## config.mk

```make
export PLATFORM = sky130hd
export DESIGN_NAME = jk_count_ctrl_311
export DESIGN_NICKNAME = d
export VERILOG_FILES = /design/src/rtl/jk_pkg_311.sv /design/src/rtl/jk_excite_311.sv /design/src/rtl/jk_count_ctrl_311.sv
export SDC_FILE = /design/constraint.sdc
export NUM_CORES = 1
export LEC_CHECK = 0
export CAP_MARGIN = 20
export CORE_ASPECT_RATIO = 1.75
export CORE_UTILIZATION = 29
export CTS_CLUSTER_DIAMETER = 40
export CTS_CLUSTER_SIZE = 16
export DETAILED_ROUTE_END_ITERATION = 10
export PLACE_DENSITY = 0.59
export SLEW_MARGIN = 20
export SYNTH_ARGS = -nofsm -noshare
export SYNTH_HDL_FRONTEND = slang
export SYNTH_HIERARCHICAL = 1
export SYNTH_SLANG_ARGS = --single-unit
export TNS_END_PERCENT = 20
```

## constraint.sdc

```tcl
create_clock -name clk_311 -period 5.55 [get_ports clk_311]
set_input_delay 1.11 -clock clk_311 [delete_from_list [all_inputs] [get_ports clk_311]]
set_output_delay 1.11 -clock clk_311 [all_outputs]
set_load 0.005 [all_outputs]
```

## src/rtl/jk_pkg_311.sv

```systemverilog
// rtl/jk_pkg_311.sv - shared state encoding, JK excitation table and modulo step for jk_count_ctrl_311
package jk_pkg_311;

  typedef enum logic [1:0] {
    S_CLR  = 2'd0,
    S_IDLE = 2'd1,
    S_RUN  = 2'd2
  } state_t;

  // Indexed by {current_bit, target_bit}; bit 3 (1->1) and bit 0 (0->0) both hold, never toggle.
  localparam logic [3:0] EXC_J_TBL = 4'b0010;
  localparam logic [3:0] EXC_K_TBL = 4'b0100;

  function automatic int next_mod(input int cnt, input logic up, input int modulus);
    if (up) begin
      return (cnt >= modulus - 1) ? 0 : cnt + 1;
    end
    return (cnt == 0 || cnt >= modulus) ? modulus - 1 : cnt - 1;
  endfunction

endpackage

```

## src/rtl/jk_excite_311.sv

```systemverilog
// rtl/jk_excite_311.sv - per-bit J/K excitation from current to target count
module jk_excite_311
  import jk_pkg_311::*;
#(
  parameter int WIDTH = 4
) (
  input  logic [WIDTH-1:0] cur_i,
  input  logic [WIDTH-1:0] tgt_i,
  output logic [WIDTH-1:0] j_o,
  output logic [WIDTH-1:0] k_o
);

  for (genvar i = 0; i < WIDTH; i++) begin : g_bit
    assign j_o[i] = EXC_J_TBL[{cur_i[i], tgt_i[i]}];
    assign k_o[i] = EXC_K_TBL[{cur_i[i], tgt_i[i]}];
  end

endmodule

```

## src/rtl/jk_count_ctrl_311.sv

```systemverilog
// rtl/jk_count_ctrl_311.sv - mod-MOD up/down sequencer for a negedge JK flip-flop bank
// Optional Q/shadow mismatch checker enabled by JKCTL_MISMATCH_CHECK_EN.
module jk_count_ctrl_311
  import jk_pkg_311::*;
#(
  parameter int WIDTH = 4,
  parameter int MOD   = 10
) (
  input  logic             clk_311,
  input  logic             reset_n,
  input  logic             start_311,
  input  logic             stop_311,
  input  logic             up_dn_311,
  input  logic             load_311,
  input  logic [WIDTH-1:0] load_val_311,
  input  logic [WIDTH-1:0] q_in_311,
  output logic [WIDTH-1:0] j_311,
  output logic [WIDTH-1:0] k_311,
  output logic             bank_clr_311,
  output logic [WIDTH-1:0] cnt_311,
  output logic             busy_311,
  output logic             tc_311,
  output logic             err_311
);

  state_t           state_q, state_d;
  logic [WIDTH-1:0] cnt_q, cnt_d;
  logic [WIDTH-1:0] j_q, j_d, k_q, k_d;
  logic             clr_q, clr_d;
  logic             busy_q, busy_d;
  logic             tc_q, tc_d;

  logic [WIDTH-1:0] step_val, load_tgt, tgt, j_x, k_x;
  logic             wrap;

  assign step_val = WIDTH'(next_mod(int'(cnt_q), up_dn_311, MOD));
  assign load_tgt = (int'(load_val_311) >= MOD) ? '0 : load_val_311;
  assign wrap     = up_dn_311 ? (cnt_q == WIDTH'(MOD - 1)) : (cnt_q == '0);

  jk_excite_311 #(.WIDTH(WIDTH)) u_excite (
    .cur_i(cnt_q),
    .tgt_i(tgt),
    .j_o  (j_x),
    .k_o  (k_x)
  );

  // Holding (tgt == cnt_q) yields J=K=0, which is what S_CLR and stop both need.
  always_comb begin
    state_d = state_q;
    tgt     = cnt_q;
    tc_d    = 1'b0;
    clr_d   = 1'b0;
    case (state_q)
      S_CLR: state_d = S_IDLE;
      S_IDLE: begin
        if (load_311) begin
          tgt = load_tgt;
        end else if (start_311 && !stop_311) begin
          state_d = S_RUN;
        end
      end
      S_RUN: begin
        if (stop_311) begin
          state_d = S_IDLE;
        end
        if (load_311) begin
          tgt = load_tgt;
        end else if (!stop_311) begin
          tgt  = step_val;
          tc_d = wrap;
        end
      end
      default: state_d = S_IDLE;
    endcase
    cnt_d  = tgt;
    j_d    = j_x;
    k_d    = k_x;
    busy_d = (state_d == S_RUN);
  end

  always_ff @(posedge clk_311 or negedge reset_n) begin
    if (!reset_n) begin
      state_q <= S_CLR;
      cnt_q   <= '0;
      j_q     <= '0;
      k_q     <= '0;
      clr_q   <= 1'b1;
      busy_q  <= 1'b0;
      tc_q    <= 1'b0;
    end else begin
      state_q <= state_d;
      cnt_q   <= cnt_d;
      j_q     <= j_d;
      k_q     <= k_d;
      clr_q   <= clr_d;
      busy_q  <= busy_d;
      tc_q    <= tc_d;
    end
  end

`ifdef JKCTL_MISMATCH_CHECK_EN
  logic err_q;

  // q_in at this edge reflects the negedge that applied the cnt_q now being replaced.
  always_ff @(posedge clk_311 or negedge reset_n) begin
    if (!reset_n) begin
      err_q <= 1'b0;
    end else if (state_q != S_CLR && q_in_311 != cnt_q) begin
      err_q <= 1'b1;
    end
  end

  assign err_311 = err_q;
`else
  logic unused_q_in;
  assign unused_q_in = ^q_in_311;
  assign err_311     = 1'b0;
`endif

  assign j_311        = j_q;
  assign k_311        = k_q;
  assign bank_clr_311 = clr_q;
  assign cnt_311      = cnt_q;
  assign busy_311     = busy_q;
  assign tc_311       = tc_q;

endmodule
```

---- Yosys cells after proc, flatten, opt, wreduce, memory -nomap -nowiden ----
Cells that the tools add are included.
operators by class
  $lt $le $gt $ge ......................... 7
  add/subtract/negate cells ............... 2
  equality and inequality tests ........... 4
  muxes and demuxes ....................... 34
  reduce and logical (&&, ||, !) cells .... 5
operator list
  kind                                                                           count
  4-bit two-way mux                                                              8
  1-bit binary-select mux with 2-bit select                                      8
  1-bit two-way mux                                                              13
  4-bit >= comparator (second input constant)                                    3
  2-bit by 3-bit less-than comparator with 1-bit output (second input constant)  4
  4-bit logical NOT                                                              2
  4-bit one-hot mux with 2 select lines                                          1
  2-bit two-way mux                                                              3
  4-bit by 1-bit adder with 4-bit output (second input constant)                 1
  2-bit == test (second input constant)                                          2
  4-bit == test (second input constant)                                          1
  2-bit one-hot mux with 2 select lines                                          1
  4-bit by 1-bit subtractor with 4-bit output (second input constant)            1
  2-bit by 1-bit == test with 1-bit output (second input constant)               1
  1-bit logical AND                                                              1
  1-bit logical NOT                                                              1
  1-bit logical OR                                                               1
word-level totals
  logic and storage cells ................. 59
  register bits after elaboration ......... 17
  bits of input ports ..................... 14
  output and inout bits ................... 16

---- Logic depth before layout (Yosys ltp) ----
Gate-level depths: netlist of run 1.
  depth in word-level cells ............... 9
  mapped depth ............................ 8
  mapped depth without buffers ............ 7

---- Modules after synthesis ----
The synthesis of run 1 kept the hierarchy.
modules (own cells, without submodules)
  module             area each (um^2)  seq. area each (um^2)  times used  cells an instance
  jk_count_ctrl_311  1016.0            426.7                  1           102
  jk_excite_311      50.0              0.0                    1           8

---- Worst setup path before layout of run 1 ----
Ideal clock, no wire load.
  kind .................................... input to register
  start ................................... input load_311
  end ..................................... register j_q[0], in the netlist j_311[0]
  arrival time ............................ 2224 ps
  library setup time ...................... 74 ps
  path buffers ............................ 1
  required time ........................... 5476 ps
  stages on the path ...................... 6
  setup slack ............................. 3252 ps
  cell sequence ........................... clkbuf_1 -> inv_1 -> a211oi_1 -> a32oi_1 -> a311oi_1 -> nor2b_1
on the way
  cells in the longest elaborated chain, start to end .. 4
  elaborated cells between the ends (all ways) .. 5
  those cells by class .................... mux: 5
ends and longest elaborated chain
  item                                         RTL line                                          text
  start: declaration                           jk_count_ctrl_311.sv:14                           input logic load_311,
  4-bit two-way mux, on equally long branches  jk_count_ctrl_311.sv:66, jk_count_ctrl_311.sv:56
  4-bit one-hot mux with 2 select lines *      jk_count_ctrl_311.sv:53                           case (state_q)
  via cnt_d[0]                                 jk_count_ctrl_311.sv:27                           logic [WIDTH-1:0] cnt_q, cnt_d;
  1-bit binary-select mux with 2-bit select *  jk_excite_311.sv:14                               assign j_o[i] = EXC_J_TBL[{cur_i[i], tgt_i[i]}];
  1-bit two-way mux (implied by the code) *    jk_excite_311.sv:14
  via j_d[0]                                   jk_count_ctrl_311.sv:28                           logic [WIDTH-1:0] j_q, j_d, k_q, k_d;
  end signal: assignment                       jk_count_ctrl_311.sv:93                           j_q <= j_d;
  end: declaration                             jk_count_ctrl_311.sv:28
The timed path passes the listed nets; every way through them passes the cells marked *. The select of a mux whose other input is x is not followed.

---- Final worst setup path of run 1 ----
Ends and elaborated chain as after synthesis.

==> metrics, run 1 <==
post-CTS sizing=0; initial core utilization=31.05%; Crit path required time=approximately 5.7 ns; kind of critical path=primary input to flop; f_max=about 0.36 GHz; Least-Margin Pin Slew=0.6923 ns; Period minus WS final=2.779 ns; vias in the first global route=906; clk_skew=about 0.0015 ns; wire length per cell=~13 um; vias after detailed routing=just over 900; global route overflow=0; Site Rows=28; synth top area cells=dfrtp_1 (38%), ha_1 (8.2%), nor2b_1 (4.7%); drt first pass iters=4; Die ar.=3932 sq um; Synth Area in Compound Gates=approximately 22%; area of the multi-input gates=approximately 550 sq um; Pleak=0.0005698 uW; largest net degree at the start of global routing=18; Post-synth EDFFs=0; initial DRC count=33; largest family of logic cells by synthesized area=compound AO/OA/AOI/OAI gates; CP cell instances=clkdlybuf4s50_1, inv_1, a211oi_1, a32oi_1, a311oi_1, nor2b_1; final setup margin=around 2.8 ns; Final Hold Fails=0; Unique masters post-synth=42; crit path launch type=primary input; Synth Register Bits=17; Die Wd=~48 um; Clock transition at path regs=about 0.06 ns; RSZ-0062 raised after global routing=false; Max VDD drop=about 0.00016 V; mux contribution to synthesized area=0%; mapped cell area=about 1100 sq um; Tot Pwr=671.0 uW; GRT met3 Usage=less than 1%; Final #Nets=~150; M1 GR Usage=between 10% and 20%; commonest non-fill, non-tap cell in the layout=clkdlybuf4s50_1; adder-cell share of the synthesized area=under 10%; TritonCTS Sinks=17; Slowest-stage cell, CP=clkdlybuf4s50_1; top-area cell type share of the netlist area=37.56%; Async SR Flop Fraction=100.0%; pre-CTS setup slack=2.511 ns; gr usage total=between 10% and 20%; final worst-path cycle share=between 50% and 60%; Synth area leader=dfrtp_1; ANT cells=0; grt peak-use layer=met2; layout cells sized above 1=between 5 and 6%; top_reg_cell synth=dfrtp_1; most frequent cells in the layout=clkdlybuf4s50_1 (24), dfrtp_1 (16), inv_1 (10); max-slew violations=0; CTS tree=yes; status=finished, final reports clean; initial antenna violation count=0; final setup fails=0; hold buffers post-CTS=0; Buffers on Ports=24; post-route ant nets=0; htree depth=1; Avg Synthesized Cell Area=9.691 sq um; Mapped Cells=110; simple-gate portion of the synthesized area=between 10% and 20%; Longest Clk Path Bufs=2; global-route wire length before repair=about 3.9 mm; sequential cell area=426.7 sq um; root buf cell=clkbuf_8; CP Max Fanout=10; XOR/XNOR share of the synthesized area=2.465%; Ports=30; Tightest Hold Check Type=flop to flop; Area Growth Syn to Fin=26.76%; drt total wl=about 2.4 mm; Clock Latency Late Sink=roughly 0.24 ns; Setup TNS=0 ns; Fin Hold WS=0.6236 ns; core area=3433 sq um; Die H=between 80 and 90 um; Ys Warns=6; CTS buffer count=3; setup repair bufs after CTS=0; CP Capture Type=flop; Power per Cell Area=496.5 nW/um^2; max incr delay on CP=0.69 ns; fillers=around 380; GPL Wtd Cong=between 0.8 and 0.9; met2 Track Usage GR=22.43%; max-cap violation count=0; DP HPWL=approximately 1.9 mm; Slew headroom=between 50% and 60%; fin util=a little under 40%; Vias/cell=5.282; Seq/Total Area, Yosys=40.02%; drt drc=0; CP arrival=between 2 and 3 ns
## layout make-up
cell class | count | area share (%)
clock buffer | 4 | 3.333
sequential | 17 | 31.57
timing repair buffer | 24 | 17.78
inverter | 10 | 2.778
multi-input combinational | 77 | 40.37
tap | 45 | 4.167
## per-layer routing
layer | share of wire [%] | vias to the layer above
met5 | 0 | -
met4 | 3.3 | 0
met3 | 5.8 | 8
met2 | 54 | 46
met1 | 36 | 443
li1 | - | 438
## state kept, by name, summed over array words and instances, names as in the netlist
signal / cells
tc_311: 1
cnt_311: 4
busy_311: 1
bank_clr_311: 1
j_311: 4
state_q: 2
k_311: 4
## through the flow
stage	cells	cell area (sq um)
global route	177	1351
global placement	173	1306
CTS	177	1351
floorplan	111	1070
detailed placement	173	1306
finish	177	1351
## critical path, delay by kind of cell
| kind | cells | cell delay, ns |
|---|---|---|
| buffers and inverters | 2 | 0.90 |
| AO/OA/AOI/OAI | 3 | 0.77 |
| AND/OR/NAND/NOR | 1 | 0.17 |
## Yosys cell counts, types with 2 or more instances
library cell / number
a211oi_1: 2
a21oi_1: 7
a31oi_1: 2
a32oi_1: 2
buf_4: 3
buf_6: 3
dfrtp_1: 16
ha_1: 7
inv_1: 10
nand2_1: 5
nand3_1: 2
nor2_1: 6
nor2b_1: 8
nor4_1: 2
o21ai_0: 5
o32ai_1: 2
xnor2_1: 3
## power by group
part           internal (uW)  switching, uW
Combinational            187            172
Sequential               168           57.6
Clock                   50.8           36.0
## cell families (layout without fill, tap and decap cells)
kind of cell               Yosys count  after routing
xor gates and xnor gates             3              3
other                                1              2
adders and majority gates            7              7
and+or+nand+nor                     32             32
DFF                                 17             17
buffers and inverters               17             38
AOI/OAI and AO/OA                   33             33
## path summary, 6_finish.rpt
| kind | from | slack [ns] | cells after the start | end |
|---|---|---|---|---|
| hold reg to reg | cnt_311[1] | 0.62 | 1 | j_311[1] |
| hold / removal | cnt_311[1] | 0.62 | 1 | j_311[1] |
| setup reg to reg | cnt_311[0] | 3.20 | 7 | j_311[3] |
| setup / recovery | load_311 | 2.77 | 6 | j_311[0] |
| min in group asynchronous | reset_n | 1.28 | 1 | cnt_311[1] |
| max in group asynchronous | reset_n | 3.83 | 1 | state_q[1] |
Power figures use the tool's default switching activity.
==> inputs of run 2 (changes only) <==
PLACE_DENSITY = 0.61   (was 0.59)
clock period = 2.5 ns   (was 5.55 ns; I/O delays follow)
==> metrics, run 2 (synthesis gave the netlist of run 1 again) <==
drt total wl=2.563 mm (was 2.388 mm); final worst-path cycle share=around nine tenths; initial core utilization=31.05% (unchanged); most frequent cells in the layout=clkdlybuf4s50_1 (24), dfrtp_1 (16), inv_1 (10) (unchanged); post-route ant nets=0 (unchanged); Longest Clk Path Bufs=2 (unchanged); post-CTS sizing=0 (unchanged); GPL Wtd Cong=0.8244 (was 0.8562); drt drc=0 (unchanged); crit path launch type=flop (was primary input); Area Growth Syn to Fin=31.10% (was 26.76%); layout cells sized above 1=10.14% (was 5.303%); kind of critical path=flop to flop (was primary input to flop); Die Wd=47.83 um (unchanged); CTS tree=yes (unchanged); commonest non-fill, non-tap cell in the layout=clkdlybuf4s50_1 (unchanged); CP Max Fanout=4 (was 10); Clock transition at path regs=0.06 ns (about the same); drt first pass iters=4 (unchanged); root buf cell=clkbuf_8 (unchanged); max-slew violations=0 (unchanged); Slew headroom=51.71% (was 53.70%); Pleak=0.0006023 uW (was 0.0005698 uW); post-route cell area=1398 sq um (was 1351 sq um); delay-heaviest family, CP=compound AO/OA/AOI/OAI gates (was buffers and inverters); Die ar.=3932 sq um (unchanged); placed cell area=1351 sq um (was 1306 sq um); ANT cells=0 (unchanged); Crit path required time=2.68 ns (was 5.73 ns); fillers=370 (was 384); CP Capture Type=flop (unchanged); TritonCTS Sinks=17 (unchanged); DP HPWL=2.005 mm (was 1.888 mm); Power per Cell Area=1106 nW/um^2 (was 496.5 nW/um^2); Buffers on Ports=24 (unchanged); Slowest-stage cell, CP=dfrtp_1 (was clkdlybuf4s50_1); final setup fails=0 (unchanged); Setup TNS=0 ns (unchanged); Max VDD drop=0.0004658 V (was 0.0001642 V); vias after detailed routing=952 (was 935); CP Buf/Inv Count=1 (was 2); max-cap violation count=0 (unchanged); Final #Nets=160 (was 154); CTS buffer count=3 (unchanged); initial DRC count=25 (was 33); Site Rows=28 (unchanged); htree depth=1 (unchanged); wire length per cell=14.01 um (was 13.49 um); global-route wire length before repair=4.002 mm (was 3.898 mm); vias in the first global route=900 (was 906); CP arrival=2.42 ns (was 2.96 ns); hold buffers post-CTS=0 (unchanged); Ports=30 (unchanged); global route overflow=0 (unchanged); fin util=40.71% (was 39.36%); DP Cell Count=179 (was 173); RSZ-0062 raised after global routing=false (unchanged); Vias/cell=5.202 (was 5.282); largest net degree at the start of global routing=18 (unchanged); Clock Latency Late Sink=0.25 ns (was 0.24 ns); initial antenna violation count=0 (unchanged); max incr delay on CP=0.45 ns (was 0.69 ns); Die H=82.21 um (unchanged); clk_skew=0.0006143 ns (was 0.001487 ns); f_max=0.4474 GHz; Tightest Hold Check Type=flop to flop (unchanged); Least-Margin Pin Slew=0.7222 ns (was 0.6923 ns); CP cell instances=inv_1, ha_1, o31a_1, nor4_1, o41ai_1, a221oi_1, nor2b_1 (was clkdlybuf4s50_1, inv_1, a211oi_1, a32oi_1, a311oi_1, nor2b_1); core area=3433 sq um (unchanged); setup repair bufs after CTS=0 (unchanged); Period minus WS final=2.235 ns; gr usage total=14.59% (was 13.35%); status=finished, final reports clean (unchanged); Layout Cells excl Fill=183 (was 177); Final Hold Fails=0 (unchanged)
run 2: cell types whose count changed in the layout (fill, tap and decap cells not counted), sizes merged:
cell / change
clkbuf: -1
clkinv: +1
buf: +6
run 2: cell type report:
type | count | area (sq um) | share of cell area [%]
Multi-Input combinational cell | 77 | 545.5 | 39.03
Sequential cell | 17 | 426.7 | 30.53
Timing Repair Buffer | 30 | 285.3 | 20.41
Tap cell | 45 | 56.30 | 4.029
Clock buffer | 3 | 41.29 | 2.954
Inverter | 10 | 37.54 | 2.686
Clock inverter | 1 | 5.005 | 0.3581
run 2: worst paths after layout:
kind                            startpoint          to  slack [ns]  depth (start not counted)
worst max-delay path            cnt_311[0]    j_311[2]        0.27                          7
min in group asynchronous          reset_n  cnt_311[2]        0.68                          1
worst max register to register  cnt_311[0]    j_311[2]        0.27                          7
max in group asynchronous          reset_n  state_q[0]        1.37                          1
worst min register to register  cnt_311[1]    j_311[1]        0.61                          2
worst min-delay path            cnt_311[1]    j_311[1]        0.61                          2
run 2: worst reg2reg max path: cells and delay by family (launching register included):
family,cells,cell delay [ns]
buffers and inverters,1,0.14
DFF,1,0.45
and+or+nand+nor,2,0.54
adders and majority gates,1,0.22
AOI/OAI and AO/OA,3,0.83
run 2: routing by layer:
layer / track usage, % / up-vias / part of all wire [%]
li1: - / 450 / -
met1: 14.77 / 457 / 36
met2: 26.22 / 35 / 56
met3: 1.957 / 10 / 4.1
met4: 8.889 / 0 / 4.0
met5: 0 / - / 0
run 2: stage by stage:
stage	hold WS, ns	worst slack [ns]	power [uW]
2_1_floorplan	0.2044	0.4531	1015
3_3_place_gp	0.5719	0.2587	1313
3_5_place_dp	0.6013	0.1742	1346
4_1_cts	0.6121	0.2504	1554
5_1_grt	0.6326	0.1286	1673
6_report	0.6091	0.2650	1546
run 2: report_power, final:
part | total [uW] | switching, uW | internal (uW)
logic | 876 | 431 | 444
registers | 469 | 95.5 | 374
clock network | 201 | 90.5 | 110
total | 1550 | 617 | 928
==> inputs of run 3 (changes only) <==
SLEW_MARGIN = 25   (was 20)
==> results of run 3 <==
The final DEF is identical to that of run 2; final timing and power are the same.
==> RTL edit 1, RTL diff (config.mk and constraints of run 2) <==
Put one more register stage on the output `cnt_311`, with the module's reset. The value now appears one clock later. The other outputs are not delayed to match.
--- a/src/rtl/jk_count_ctrl_311.sv
+++ b/src/rtl/jk_count_ctrl_311.sv
@@ -121,5 +121,11 @@
   assign k_311        = k_q;
   assign bank_clr_311 = clr_q;
-  assign cnt_311      = cnt_q;
+  always_ff @(posedge clk_311 or negedge reset_n) begin
+    if (!reset_n) begin
+      cnt_311 <= '0;
+    end else begin
+      cnt_311 <= cnt_q;
+    end
+  end
   assign busy_311     = busy_q;
   assign tc_311       = tc_q;
Check against the original RTL: not equivalent (a bounded check fails within 4 cycles, from zero or initial values and one cycle with reset_n low).
==> RTL edit 1 against run 2 <==
  * Area after synthesis rose by 7.6%
  * Via count rose by 1.4%
  * Worst setup slack got worse by 0.14 ns
  * Sequential cell count rose by 4
  * Power rose by 0.50%
  * Sequential power rose by 9.8%
  * Routed wire length fell by 1.0%
  * Design area rose by 8.1%
  * Core utilization rose by 0.13 points
  * Critical path type unchanged
  * Critical endpoint is now j_311[0]
  * Largest cell class unchanged
==> RTL edit 1: results (changes against run 2) <==
stage	metric	value	unit	change
grt	Global Route Usage Sum	12.92	%	-1.7 points
synth	sequential fraction of the synthesis area	45.91	%	+5.9 points
critical_path	Worst path max stage delay	0.48	ns	+0.03 ns
route	WL met3	77	um	-27%
route	post-DR vias/cell	5.000		-3.9%
worst_hold_path	Hold Crit Depth	1		-1
critical_path	worst-path fanout max	8		+4
power	Worst IR Drop VDD	0.3813	mV	-18%
placed_design	placed cell area	1466	um2	+8.5%
placed_design	I/O Buffers	24		unchanged
worst_hold_path	HP Class	reg -> reg		
synth	Commonest cells post-synth	dfrtp_1 (20), nor2_1 (12), nor2b_1 (11)		
timing	hold slack	0.5742	ns	-0.03485 ns
grt	routing usage on met2	24.69	%	-1.5 points
layout	fill count	382		+3.2%
route	DR pass1 iterations	4		unchanged
route	Top Layer Used	met4		
grt	GR Util met3	1.254	%	-0.70 points
clock_tree	Setup Fix Bufs, Post-CTS	0		unchanged
worst_hold_path	Hold Crit Start	cnt_q[0]		
power	Sequential Power Share	33.1	%	+2.7 points
grt	antenna violations before repair	0		unchanged
synth	Syn. warnings	6		unchanged
power	Pleak	0.6612	nW	+9.8%
worst_hold_path	WHS Endpoint	cnt_311[0]		
clock_tree	Root Driver	clkbuf_8		
grt	vias in the first global route	963		+7.0%
clock_tree	CTS max path bufs	2		unchanged
power	NetSw	0.0005615	W	-9.1%
layout	final core area utilization	40.84	%	+0.13 points
critical_path	FF-to-FF setup slack	0.12	ns	-0.14 ns
synth	Syn Area/Cell	9.642	um2	-0.51%
placed_design	dpl cells	189		+5.6%
route	metal1 wirelength	957	um	+3.8%
power	Comb pwr share	53.5	%	-3.1 points
timing	fmax	420.2	MHz	-6.1%
critical_path	CP startpoint	cnt_q[1]		
grt	largest net degree at the start of global routing	22		+4
route	Routed met2 length	1466	um	+2.4%
layout	share of cells above drive strength 1	9.524	%	-0.62 points
critical_path	Worst path slowest cell	dfrtp_1		
placed_design	pre-CTS setup slack	0.1550	ns	-0.01924 ns
layout	nets	168		+5.0%
grt	first-pass GRT wire length	4222	um	+5.5%
placed_design	post-DP HPWL	1988	um	-0.83%
critical_path	r2r worst-path depth	8		+1
critical_path	Crit path max-delay family	simple AND/OR/NAND/NOR gates		
synth	synth top area cells	dfrtp_1 (44%), ha_1 (6.5%), nor2b_1 (6.0%)		
placed_design	routability cong.	0.8954		+8.6%
run_status	status	completed		
route	WL/cell	13.15	um	-6.1%
clock_tree	H-tree lvl count	1		unchanged
timing	Worst Clk Skew	0.001038	ns	+0.0004239 ns
critical_path	CP endpoint	j_311[0]		
route	Starting DRT DRC Count	36		+44%
synth	Synth async-reset ratio	100.0	%	unchanged
grt	Global Route met1 Usage	13.27	%	-1.5 points
power	Seq group	0.000515	W	+9.8%
clock_tree	Worst-path clk slew	0.07	ns	
route	Via Count	965		+1.4%
==> RTL edit 1: cell types whose count changed after synthesis, moves of 3 or more <==
cell      delta
buf_6        -3
inv_1        -3
nand3b_1     +3
dfrtp_1      +4
nor2_1       +6
nor2b_1      +3
clkbuf_1     +5
nand2_1      -3
==> RTL edit 1: cells by family (layout without fill, tap and decap cells) <==
kind of cell	Yosys count	count (layout)	share of synthesized area, %
AO/OA/AOI/OAI	29	29	17.45
AND/OR/NAND/NOR	44	44	22.03
flip-flops	21	21	45.91
multiplexers	1	1	0.8724
buffers and inverters	15	42	5.344
XOR/XNOR	2	2	1.527
adder cells (fa/ha/maj)	6	6	6.543
other	1	2	0.3268
==> RTL edit 1: cell type report <==
class / instances / area share [%]
Inverter: 7 / 1.738
Timing Repair Buffer: 31 / 19.37
Tap cell: 46 / 3.808
Sequential cell: 21 / 34.85
Multi-Input combinational cell: 84 / 37.25
Clock buffer: 4 / 2.980
==> RTL edit 2, RTL diff (settings of run 2) <==
Made on the original files. `WIDTH` is set to 4 in 2 places; all go to 3.
--- a/src/rtl/jk_excite_311.sv
+++ b/src/rtl/jk_excite_311.sv
@@ -3,5 +3,5 @@
   import jk_pkg_311::*;
 #(
-  parameter int WIDTH = 4
+  parameter int WIDTH = 3
 ) (
   input  logic [WIDTH-1:0] cur_i,
--- a/src/rtl/jk_count_ctrl_311.sv
+++ b/src/rtl/jk_count_ctrl_311.sv
@@ -4,5 +4,5 @@
   import jk_pkg_311::*;
 #(
-  parameter int WIDTH = 4,
+  parameter int WIDTH = 3,
   parameter int MOD   = 10
 ) (
Interface: changed (5 resized); port bits go from 30 to 25. No check against the original RTL was run, so the function may have changed too.
==> RTL edit 2 against run 2 <==
  * Core utilization up 0.41 points
  * Worst setup slack improved by 0.33 ns
  * Area after synthesis decreased by 29%
  * Hold slack got worse by 0.097 ns
  * Sequential cell count fell by 3
  * Global-route usage down 2.8 points
  * Final cell count decreased by 36%
  * Sequential share of layout area increased by 3.8 points
  * Routed wire length decreased by 46%
  * Power fell by 30%
  * Design area is 27% lower
==> RTL edit 2: results (changes against run 2) <==
stage	metric	value	unit	change
route	WL/cell	11.93	um	-15%
route	metal1 wirelength	505	um	-45%
synth	proportion of synthesized area in mux cells	4.139	%	+4.1 points
synth	synthesized flop and latch total	14		-3
synth	sequential fraction of the synthesis area	46.52	%	+6.5 points
layout	sequential share of cell area	34.31	%	+3.8 points
timing	Slew headroom	61.18	%	+9.5 points
placed_design	routability cong.	0.8153		-1.1%
timing	Worst Clk Skew	0.002870	ns	+0.002256 ns
grt	routing usage on met2	19.22	%	-7.0 points
placed_design	I/O Buffers	20		-17%
critical_path	Worst path slowest cell	clkdlybuf4s50_1		
grt	Global Route Usage Sum	11.75	%	-2.8 points
run_status	status	completed		
layout	inverters	6		-4
layout	number of non-clock buffers	20		-33%
grt	GR Util met3	0.9615	%	-0.99 points
critical_path	Worst path max stage delay	0.60	ns	+0.15 ns
power	Seq group	0.000366	W	-22%
power	Worst IR Drop VDD	0.2749	mV	-41%
synth	library cells used by synthesis	28		-33%
placed_design	pre-CTS setup slack	0.3358	ns	+0.1616 ns
layout	nets	110		-31%
grt	Global Route met1 Usage	11.70	%	-3.1 points
critical_path	FF-to-FF setup slack	0.65	ns	+0.38 ns
layout	share of cells above drive strength 1	6.593	%	-3.6 points
power	comb pwr	0.000497	W	-43%
power	Pleak	0.4475	nW	-26%
synth	synth top area cells	dfrtp_1 (43%), ha_1 (9.9%), nor2b_1 (8.3%)		
layout	Signal buf overhead	19.54	%	-0.88 points
## RTL edit 2: changes by cell type after synthesis, moves of 3 or more
cell,change
o21ai_0,-5
a21oi_1,-3
nor2_1,-4
dfrtp_1,-3
or3b_1,+3
inv_1,-4
nand2_1,-5
xnor2_1,-3
## RTL edit 2: final timing paths
path	from	depth (start not counted)	end
worst max register to register	cnt_311[0]	6	j_311[2]
worst min-delay path	cnt_311[1]	1	j_311[1]
worst max-delay path	up_dn_311	5	j_311[2]
min in group asynchronous	reset_n	1	cnt_311[0]
max in group asynchronous	reset_n	1	j_311[2]
worst min register to register	cnt_311[1]	1	j_311[1]
## RTL edit 2: stage by stage
step	power (W)	instance area, um2	hold WS [ns]	std cells
floorplan	0.0006600	759.5	0.2044	70
global route	0.001163	1025	0.5391	117
detailed placement	0.0008699	969.7	0.4915	113
CTS	0.001087	1025	0.5104	117
global placement	0.0008515	969.7	0.4903	113
finish	0.001076	1025	0.5118	117
